## src/rtl/shift_pkg.sv

```systemverilog
// Shared types and default sizes for the shift sequencer and its step unit.
package shift_pkg;

    // Default operand width and step-count width.
    localparam int DEF_WIDTH = 8;
    localparam int DEF_CNT_W = 3;

    // Operation encoding as presented on Mode / {SelectB, SelectA}.
    typedef enum logic [1:0] {
        MODE_PASS  = 2'b00,
        MODE_LEFT  = 2'b01,
        MODE_RIGHT = 2'b10,
        MODE_CLEAR = 2'b11
    } mode_e;

    // Sequencer states.
    typedef enum logic [1:0] {
        ST_IDLE  = 2'b00,
        ST_SHIFT = 2'b01,
        ST_DONE  = 2'b10
    } state_e;

endpackage : shift_pkg

```

## src/rtl/shift_seq_unit.sv

```systemverilog
// Combinational single-bit step: rotate left/right through carry, pass or clear.
// Taken together, LHSIn and CarryIn form a (WIDTH+1)-bit value.
// SelectA is the low bit and SelectB the high bit of the operation code.
module shift_seq_unit
    import shift_pkg::*;
#(
    parameter int WIDTH = DEF_WIDTH
) (
    input  logic [WIDTH-1:0] LHSIn,
    input  logic             CarryIn,
    input  logic             SelectA,
    input  logic             SelectB,
    output logic [WIDTH-1:0] LHSOut,
    output logic             CarryOut
);

    mode_e w_op;

    assign w_op = mode_e'({SelectB, SelectA});

    // One step of the selected operation; the carry bit enters at the vacated end.
    always_comb begin
        // NOTE: every output gets a default before the case so no path leaves it unassigned (no latch).
        LHSOut   = LHSIn;
        CarryOut = CarryIn;
        case (w_op)
            MODE_PASS: begin
                LHSOut   = LHSIn;
                CarryOut = CarryIn;
            end
            MODE_LEFT: begin
                LHSOut   = {LHSIn[WIDTH-2:0], CarryIn};
                CarryOut = LHSIn[WIDTH-1];
            end
            MODE_RIGHT: begin
                LHSOut   = {CarryIn, LHSIn[WIDTH-1:1]};
                CarryOut = LHSIn[0];
            end
            MODE_CLEAR: begin
                LHSOut   = '0;
                CarryOut = 1'b0;
            end
        endcase
    end

endmodule : shift_seq_unit

```

## src/rtl/shift_seq.sv

```systemverilog
// Multi-cycle shift sequencer. An accepted request loads the operand, carry,
// step count and mode. The sequencer then applies one step per cycle until
// the count reaches zero. Done pulses for one cycle, then the block returns
// to IDLE. Results stay on LHSOut/CarryOut until the next accepted request.
module shift_seq
    import shift_pkg::*;
#(
    parameter int WIDTH = DEF_WIDTH,
    parameter int CNT_W = DEF_CNT_W
) (
    input  logic             Clock,
    input  logic             ResetN,
    input  logic             Start,
    input  logic [1:0]       Mode,
    input  logic [CNT_W-1:0] Count,
    input  logic [WIDTH-1:0] LHSIn,
    input  logic             CarryIn,
    output logic             Ready,
    output logic             Done,
    output logic [WIDTH-1:0] LHSOut,
    output logic             CarryOut
);

    // Sequencer state.
    state_e           r_state;
    state_e           w_state_nxt;

    // Operation registers: data D, carry C, remaining steps N, latched mode.
    logic [WIDTH-1:0] r_data;
    logic             r_carry;
    logic [CNT_W-1:0] r_count;
    mode_e            r_mode;

    // Step unit interface.
    logic [1:0]       w_mode_bits;
    logic [WIDTH-1:0] w_step_data;
    logic             w_step_carry;

    // Control decode.
    logic             w_accept;
    logic             w_step;
    logic             w_ready;
    logic             w_done;

    assign w_mode_bits = r_mode;
    assign w_accept    = Start && (r_state == ST_IDLE);
    assign w_step      = (r_state == ST_SHIFT) && (r_count != '0);

    // The single-bit step, driven from the held registers.
    shift_seq_unit #(
        .WIDTH (WIDTH)
    ) u_step (
        .LHSIn    (r_data),
        .CarryIn  (r_carry),
        .SelectA  (w_mode_bits[0]),
        .SelectB  (w_mode_bits[1]),
        .LHSOut   (w_step_data),
        .CarryOut (w_step_carry)
    );

    // State register; reset forces IDLE so Ready rises as soon as reset asserts.
    always_ff @(posedge Clock or negedge ResetN) begin
        // NOTE: sequential state uses non-blocking assignments so every flop samples pre-edge values.
        if (!ResetN) begin
            r_state <= ST_IDLE;
        end else begin
            r_state <= w_state_nxt;
        end
    end

    // Next-state and Moore outputs: Ready only in IDLE, Done only in DONE.
    always_comb begin
        w_state_nxt = r_state;
        w_ready     = 1'b0;
        w_done      = 1'b0;
        case (r_state)
            ST_IDLE: begin
                w_ready = 1'b1;
                if (Start) begin
                    w_state_nxt = ST_SHIFT;
                end
            end
            ST_SHIFT: begin
                // The N==0 edge leaves SHIFT without stepping.
                if (r_count == '0) begin
                    w_state_nxt = ST_DONE;
                end
            end
            ST_DONE: begin
                w_done      = 1'b1;
                w_state_nxt = ST_IDLE;
            end
            default: begin
                w_state_nxt = ST_IDLE;
            end
        endcase
    end

    // Datapath: load on accept, step while counting; otherwise hold the result.
    always_ff @(posedge Clock or negedge ResetN) begin
        if (!ResetN) begin
            r_data  <= '0;
            r_carry <= 1'b0;
            r_count <= '0;
            r_mode  <= MODE_PASS;
        end else if (w_accept) begin
            r_data  <= LHSIn;
            r_carry <= CarryIn;
            r_count <= Count;
            r_mode  <= mode_e'(Mode);
        end else if (w_step) begin
            r_data  <= w_step_data;
            r_carry <= w_step_carry;
            r_count <= r_count - CNT_W'(1);
        end
    end

    assign Ready    = w_ready;
    assign Done     = w_done;
    assign LHSOut   = r_data;
    assign CarryOut = r_carry;

endmodule : shift_seq

```

## config.mk

```make
export PLATFORM = sky130hd
export DESIGN_NAME = shift_seq
export DESIGN_NICKNAME = d
export VERILOG_FILES = /design/src/rtl/shift_pkg.sv /design/src/rtl/shift_seq_unit.sv /design/src/rtl/shift_seq.sv
export SDC_FILE = /design/constraint.sdc
export NUM_CORES = 1
export LEC_CHECK = 0
export CAP_MARGIN = 15
export CORE_UTILIZATION = 40
export DETAILED_ROUTE_END_ITERATION = 8
export PLACE_DENSITY = 0.69
export SLEW_MARGIN = 20
export SYNTH_ARGS = -nofsm -noshare
export SYNTH_HDL_FRONTEND = slang
export SYNTH_SLANG_ARGS = --single-unit
```

## constraint.sdc

```tcl
create_clock -name Clock -period 2.1 [get_ports Clock]
set_input_delay 0.21 -clock Clock [delete_from_list [all_inputs] [get_ports Clock]]
set_output_delay 0.21 -clock Clock [all_outputs]
set_load 0.01 [all_outputs]
```

==> results.toml, run 1 <==
[routing]
dr.pass1.iters = 4
finalWirelength_mm = 2.44
drt_iter0_drc = 23
wl_per_cell_um = 14.4
drtAntennaViolNets = 0
dr_total_vias = 942
viasPerCell = 5.57
drc_errors = 0

[pwr]
irDropWorstVdd_mv = 0.876
power_density_nw_per_um2 = 1440
power_leakage_uw = 0.000606

[yosys]
synthTopCellsByArea = "dfrtp_1, nand2b_1, a211o_1"
synth_nets = 132
synth_top_area_share_pct = 37.9
ys_warn_count = 0
yosysTopAreaCell = "dfrtp_1"
avgSynthCellArea_um2 = 9.35
synth_cells = 113
synth.distinct_cells = 22
ys_ff_latch = 16
synth_area_um2 = 1060
yosysSeqAreaShare_pct = 37.9

[setup_path]
slowest_stage = "a2111oi_0"
path_cells = "inv_1, ha_1, ha_1, nand2b_1, buf_4, a2111oi_0, a211o_1"
max_stage_delay_ns = 0.44
path_delay_family = "compound AO/OA/AOI/OAI gates"
startpoint_type = "register"
cp_max_fo = 8
rrSetupSlack_ns = 0.23
crit_type = "reg -> reg"
critPathRequiredTime_ns = 2.34
crit_top_cell = "ha_1"
critPathBufInv = 2
critPathArrivalTime_ns = 2.12
endpoint_kind = "register"

[clock_network]
cts_buffers = 3
clockBufferDepth = 2
worstSkewPairLatency_ns = 0.29
clk_pin_slew_ns = 0.10
cts_resized = 0
cts_tree = "yes"
cts_sinks = 16
cts-root-buf = "clkbuf_4"
postCtsSetupRepairBufs = 0
postCtsHoldBufs = 0
htreeDepth = 1

[finish]
stdcell_area_um2 = 1370
syn2layout_area_growth_pct = 30.0
final_cell_count_no_fill = 169
drive_gt1_share_pct = 8.63
nets = 159
n_antenna_cell = 0
fillers = 237

[run_status]
status = "complete, no violations"

[floorplan]
die_x_um = 53.4
row_count = 18
die_h_um = 53.4
dieArea_um2 = 2850
ios = 28
design.core.area_um2 = 2480
start_util_pct = 42.6

[placed_design]
globalplace.congestion = 0.795
dpl-instance-area_um2 = 1340
place_ws_ns = 0.204
dp_hpwl_mm = 1.72
io_buffer_count = 27
dp.cells = 165

[timing]
max-slew-margin-rel_pct = 47.2
period_minus_slack_ns = 1.87
max_freq_mhz = 534
rsz0062_at_grt = "false"
tightest_slew_ns = 0.790
finalSetupTns_ns = 0
finalWorstSetupSlack_ns = 0.227
fin_crit_sh_pct = 89.2
hold_viol_final = 0
finalSetupViolCount = 0
maxSlewViolCount = 0
finalClockSkew_ns = 0.000845

[global_routing]
grt_pass1_vias = 934
gr-usage-all-layers_pct = 20.1
grt_max_degree = 23
grt_pass1_wl_mm = 4.13
antenna_found_initial = 0
overflow = 0

[flow_run]
drv_cap = 0

[min_path]
hold_class = "in -> async"
[power by group]
group          total [uW]  switching (uW)  internal [uW]
logic                1090             483            604
registers             680             218            462
clock network         215             109            106
total                1980             810           1170
[state kept, by name (all words and copies together) (netlist names)]
register	cells
LHSOut	8
r_state	2
r_count	3
r_mode	2
CarryOut	1
[through the flow]
step           hold slack, ns  power (uW)  util, %
4_1_cts                 0.388        2000     55.4
3_3_place_gp            0.514        1740     53.9
5_1_grt                 0.423        2150     55.4
3_5_place_dp            0.523        1780     53.9
6_report                0.365        1980     55.4
2_1_floorplan         -0.0856        1410        -
[cells in the mapped netlist]
library cell / instances
nor2_1: 4
ha_1: 2
mux2i_1: 4
a2bb2oi_1: 1
a21oi_2: 1
clkbuf_1: 3
o22ai_1: 1
nand2_1: 9
a2111oi_0: 8
nand3b_1: 9
inv_1: 6
buf_2: 4
dfrtp_1: 16
buf_6: 1
o21a_1: 1
a211o_1: 9
buf_8: 1
nand2b_1: 20
mux2_2: 2
o21ai_0: 9
a2111oi_2: 1
and3_1: 1
[area by class of cell]
cell class | count | area, um2 | area share [%]
clock buffers | 4 | 36.3 | 2.64
well taps | 30 | 37.5 | 2.73
flip-flops and latches | 16 | 400 | 29.2
multi-input cells | 82 | 576 | 41.9
repair buffers | 31 | 300 | 21.9
inverters | 6 | 22.5 | 1.64
[per-layer routing]
| layer | part of all wire (%) | track usage [%] | routed length [um] | vias up |
|---|---|---|---|---|
| met5 | 0 | 0 | 0 | - |
| met4 | 0.62 | 4.39 | 15 | 0 |
| met3 | 5.3 | 6.32 | 130 | 2 |
| met2 | 49 | 34.8 | 1200 | 28 |
| met1 | 45 | 24.0 | 1090 | 453 |
| li1 | - | - | - | 459 |
[worst paths after layout]
kind / start / cells after the start / endpoint
worst max-delay path: r_count[0] / 7 / LHSOut[7]
worst min-delay path: ResetN / 1 / r_mode[1]
worst max register to register: r_count[0] / 7 / LHSOut[7]
worst min register to register: r_count[1] / 2 / r_count[1]
max in group asynchronous: ResetN / 1 / LHSOut[7]
min in group Clock: Mode[1] / 2 / r_mode[1]
[cells in the final DEF (no fill, tap or decap), types with 6 or more instances in the layout]
cell type        count
o21ai_0              9
inv_1                6
a2111oi_0            8
nand3b_1             9
clkdlybuf4s50_1     27
dfrtp_1             16
nand2b_1            20
a211o_1              9
nand2_1              9
[cells by family after synthesis]
| family | after synthesis | synth area share [%] |
|---|---|---|
| DFF | 16 | 37.9 |
| AOI/OAI and AO/OA | 31 | 22.7 |
| muxes | 6 | 5.92 |
| adders and majority gates | 2 | 2.37 |
| and+or+nand+nor | 43 | 23.5 |
| buffers and inverters | 15 | 7.58 |
No activity file was read; power rests on OpenSTA's default activity.
==> inputs of run 2 (changes only) <==
ABC_CLOCK_PERIOD_IN_PS = 2100   (was default)
REMOVE_ABC_BUFFERS = 1   (was default)
==> results.toml, run 2 (same netlist as run 1, synthesis figures left out) <==
[clock_network]
cts_resized = 0
cts_tree = "yes"
postCtsSetupRepairBufs = 0
worstSkewPairLatency_ns = 0.29
cts_buffers = 3
cts-root-buf = "clkbuf_4"
cts_sinks = 16
clockBufferDepth = 2
htreeDepth = 1
clk_pin_slew_ns = 0.10
postCtsHoldBufs = 0

[pwr]
power_density_nw_per_um2 = 1430
power_leakage_uw = 0.000612
irDropWorstVdd_mv = 0.777

[finish]
final_common_cell = "clkdlybuf4s50_1"
n_antenna_cell = 0
final_cell_mix = "clkdlybuf4s50_1, nand2b_1, dfrtp_1"
final_cell_count_no_fill = 170
largest_register_ffs = 8
stdcell_area_um2 = 1380
syn2layout_area_growth_pct = 30.7
fillers = 235
drive_gt1_share_pct = 9.29
multi_input_area_um2 = 576
seqCellArea_um2 = 400
nets = 160

[routing]
wl_per_cell_um = 13.4
drt_iter0_drc = 20
dr_total_vias = 930
drtAntennaViolNets = 0
drc_errors = 0
finalWirelength_mm = 2.27
dr.pass1.iters = 4
viasPerCell = 5.47

[run_status]
status = "complete, no violations"

[timing]
max_freq_mhz = 530
max-slew-margin-rel_pct = 52.8
hold_viol_final = 0
rsz0062_at_grt = "false"
finalWorstSetupSlack_ns = 0.215
fin_hold_ws_ns = 0.336
maxSlewViolCount = 0
fin_crit_sh_pct = 89.8
finalSetupTns_ns = 0
tightest_slew_ns = 0.705
finalClockSkew_ns = 0.00181
period_minus_slack_ns = 1.89
finalSetupViolCount = 0

[setup_path]
startpoint_type = "register"
path_delay_family = "compound AO/OA/AOI/OAI gates"
crit_type = "reg -> reg"
critPathRequiredTime_ns = 2.34
max_stage_delay_ns = 0.43
slowest_stage = "a2111oi_0"
crit_top_cell = "ha_1"
critPathArrivalTime_ns = 2.12
path_cells = "inv_1, ha_1, ha_1, nand2b_1, buf_4, a2111oi_0, a211o_1"
critPathBufInv = 2
cp_max_fo = 7
endpoint_kind = "register"

[placed_design]
dp_hpwl_mm = 1.68
io_buffer_count = 27
dp.cells = 166
globalplace.congestion = 0.783
dpl-instance-area_um2 = 1340
place_ws_ns = 0.231

[floorplan]
row_count = 18
die_h_um = 53.4
ios = 28
design.core.area_um2 = 2480
die_x_um = 53.4
start_util_pct = 42.6
dieArea_um2 = 2850

[min_path]
hold_class = "in -> async"

[global_routing]
gr-usage-all-layers_pct = 18.9
grt_pass1_wl_mm = 3.84
grt_pass1_vias = 868
grt_max_degree = 21
overflow = 0
antenna_found_initial = 0

[flow_run]
drv_cap = 0
## run 2: metrics by stage
step                      utilization (%)  power (uW)
after detailed placement             54.2        1790
after global routing                 55.7        2160
after global placement               54.2        1740
after CTS                            55.7        1990
after floorplan                         -        1310
final                                55.7        1980
## run 2: metal layers
layer  wire, um  up-vias  global-route usage, %
met2       1100       22                   31.9
li1           -      462                      -
met1       1040      444                   22.6
met3        110        2                   5.46
met4         19        0                   6.14
met5          0        -                      0
## run 2: power by group
group	switching [uW]	internal (uW)
clock	101	106
combinational	494	615
sequential	198	463
## run 2: final timing paths
| path | slack (ns) | to | from | depth (start not counted) |
|---|---|---|---|---|
| setup / recovery | 0.21 | LHSOut[0] | r_count[0] | 7 |
| min in group Clock | 0.54 | r_count[1] | r_count[1] | 2 |
| max in group asynchronous | 1.32 | LHSOut[6] | ResetN | 1 |
| setup reg to reg | 0.21 | LHSOut[0] | r_count[0] | 7 |
| hold / removal | 0.34 | CarryOut | ResetN | 1 |
| hold reg to reg | 0.54 | r_count[1] | r_count[1] | 2 |
## run 2: area by class of cell
type,instances,area share [%]
flip-flops and latches,16,29.0
clock buffers,4,2.63
inverters,6,1.63
well taps,30,2.72
multi-input cells,82,41.7
repair buffers,32,22.3
## run 2: worst register-to-register path: stages (launching register included)
cell and delay, ns:
dfrtp_1 0.36, inv_1 0.06, ha_1 0.21, ha_1 0.19, nand2b_1 0.23, buf_4 0.20
a2111oi_0 0.43, a211o_1 0.16
==> inputs of run 3 (changes only) <==
SETUP_SLACK_MARGIN = 0.5   (was default)
==> results.toml, run 3 (same netlist as run 1, synthesis figures left out) <==
[run_status]
status = "complete, no violations"

[global_routing]
top_usage_layer = "met2"
grt_pass1_vias = 948
grt_use_met3_pct = 5.17
met2_usage_pct = 38.3
gr-usage-all-layers_pct = 21.3
grt_pass1_wl_mm = 4.30
overflow = 0
antenna_found_initial = 0
grt_max_degree = 21
gr-usage-met1_pct = 24.3

[setup_path]
crit_top_cell = "ha_4"
r2r.worst_path.cells = 6
critPathRequiredTime_ns = 2.28
cp_max_fo = 7
endpoint_kind = "register"
r2r-start = "r_count[0]"
critPathArrivalTime_ns = 1.76
slowest_stage = "dfrtp_1"
timing.rr.end = "CarryOut"
crit_type = "reg -> reg"
critPathLaunch = "r_count[0]"
rrSetupSlack_ns = 0.52
critPathBufInv = 1
max_stage_delay_ns = 0.37
path_cells = "inv_2, ha_4, ha_4, nand2b_4, o21a_4, a211o_1"
startpoint_type = "register"
path_delay_family = "compound AO/OA/AOI/OAI gates"

[timing]
tightest_slew_ns = 0.732
max-slew-margin-rel_pct = 51.1
period_minus_slack_ns = 1.58
fin_hold_ws_ns = 0.346
max_freq_mhz = 634
maxSlewViolCount = 0
finalSetupTns_ns = 0
fin_crit_sh_pct = 75.2
hold_viol_final = 0
finalSetupViolCount = 0
rsz0062_at_grt = "true"
finalClockSkew_ns = 0.00261

[clock_network]
postCtsHoldBufs = 0
cts_buffers = 3
cts_tree = "yes"
worstSkewPairLatency_ns = 0.29
clockBufferDepth = 2
cts_sinks = 16
cts-root-buf = "clkbuf_4"
htreeDepth = 1
clk_pin_slew_ns = 0.10

[routing]
finalWirelength_mm = 2.71
dr_total_vias = 980
drc_errors = 0
drt_iter0_drc = 19
wl_per_cell_um = 15.5
drtAntennaViolNets = 0
viasPerCell = 5.60
dr.pass1.iters = 4

[floorplan]
ios = 28
dieArea_um2 = 2850
design.core.area_um2 = 2480
die_x_um = 53.4
die_h_um = 53.4
row_count = 18
start_util_pct = 42.6

[finish]
final_common_cell = "clkdlybuf4s50_1"
final_cell_mix = "clkdlybuf4s50_1, nand2b_1, dfrtp_1"
fillers = 206
drive_gt1_share_pct = 24.1
syn2layout_area_growth_pct = 55.3
nets = 165
stdcell_area_um2 = 1640
n_antenna_cell = 0
largest_register_ffs = 8

[placed_design]
io_buffer_count = 27
globalplace.congestion = 0.783
dpl-instance-area_um2 = 1340
dp_hpwl_mm = 1.68

[flow_run]
drv_cap = 0

[pwr]
power_density_nw_per_um2 = 1550
finalPower_uw = 2550
power_leakage_uw = 0.000669
irDropWorstVdd_mv = 0.899

[min_path]
hold_class = "in -> async"
run 3: per-layer routing:
layer,share of wire [%],vias to the layer above
li1,-,474
met1,44,475
met2,50,27
met3,4.7,4
met4,1.4,0
met5,0,-
run 3: layout make-up:
type | instances | area [um2] | area share [%]
multi-input combinational | 83 | 791 | 48.2
sequential | 16 | 402 | 24.5
timing repair buffer | 36 | 352 | 21.4
tap | 30 | 37.5 | 2.29
clock buffer | 4 | 36.3 | 2.21
inverter | 6 | 22.5 | 1.37
run 3: report_power, final:
part           switching (uW)  leakage (uW)  internal, uW
logic                     777      0.000454           884
clock network             101     0.0000210           106
registers                 218      0.000195           465
run 3: how the worst max path moves through the flow:
stage | to | cells past startpoint
6_report | CarryOut | 6
5_1_grt | LHSOut[4] | 6
4_1_cts | LHSOut[3] | 6
3_5_place_dp | LHSOut[3] | 7
3_3_place_gp | LHSOut[4] | 7
2_1_floorplan | CarryOut | 6
run 3: repair_timing:
item / in CTS / in global routing
gates resized for setup: 29 / 15
buffers inserted: 2 / 2
gates cloned: 1 / 0
pin swaps: 7 / 12
setup endpoints to repair: 10 / 11
run 3: worst reg2reg max path, stage by stage, from the launching register on:
cell      delay [ns]
dfrtp_1         0.37
inv_2           0.06
ha_4            0.16
ha_4            0.15
nand2b_4        0.19
o21a_4          0.26
a211o_1         0.29
run 3: through the flow:
| step | setup slack, ns | util [%] | std cells |
|---|---|---|---|
| 2_1_floorplan | 0.375 | - | 104 |
| 3_3_place_gp | 0.321 | 54.2 | 166 |
| 3_5_place_dp | 0.231 | 54.2 | 166 |
| 4_1_cts | 0.515 | 61.8 | 173 |
| 6_report | 0.522 | 66.2 | 175 |
| 5_1_grt | 0.460 | 66.2 | 175 |
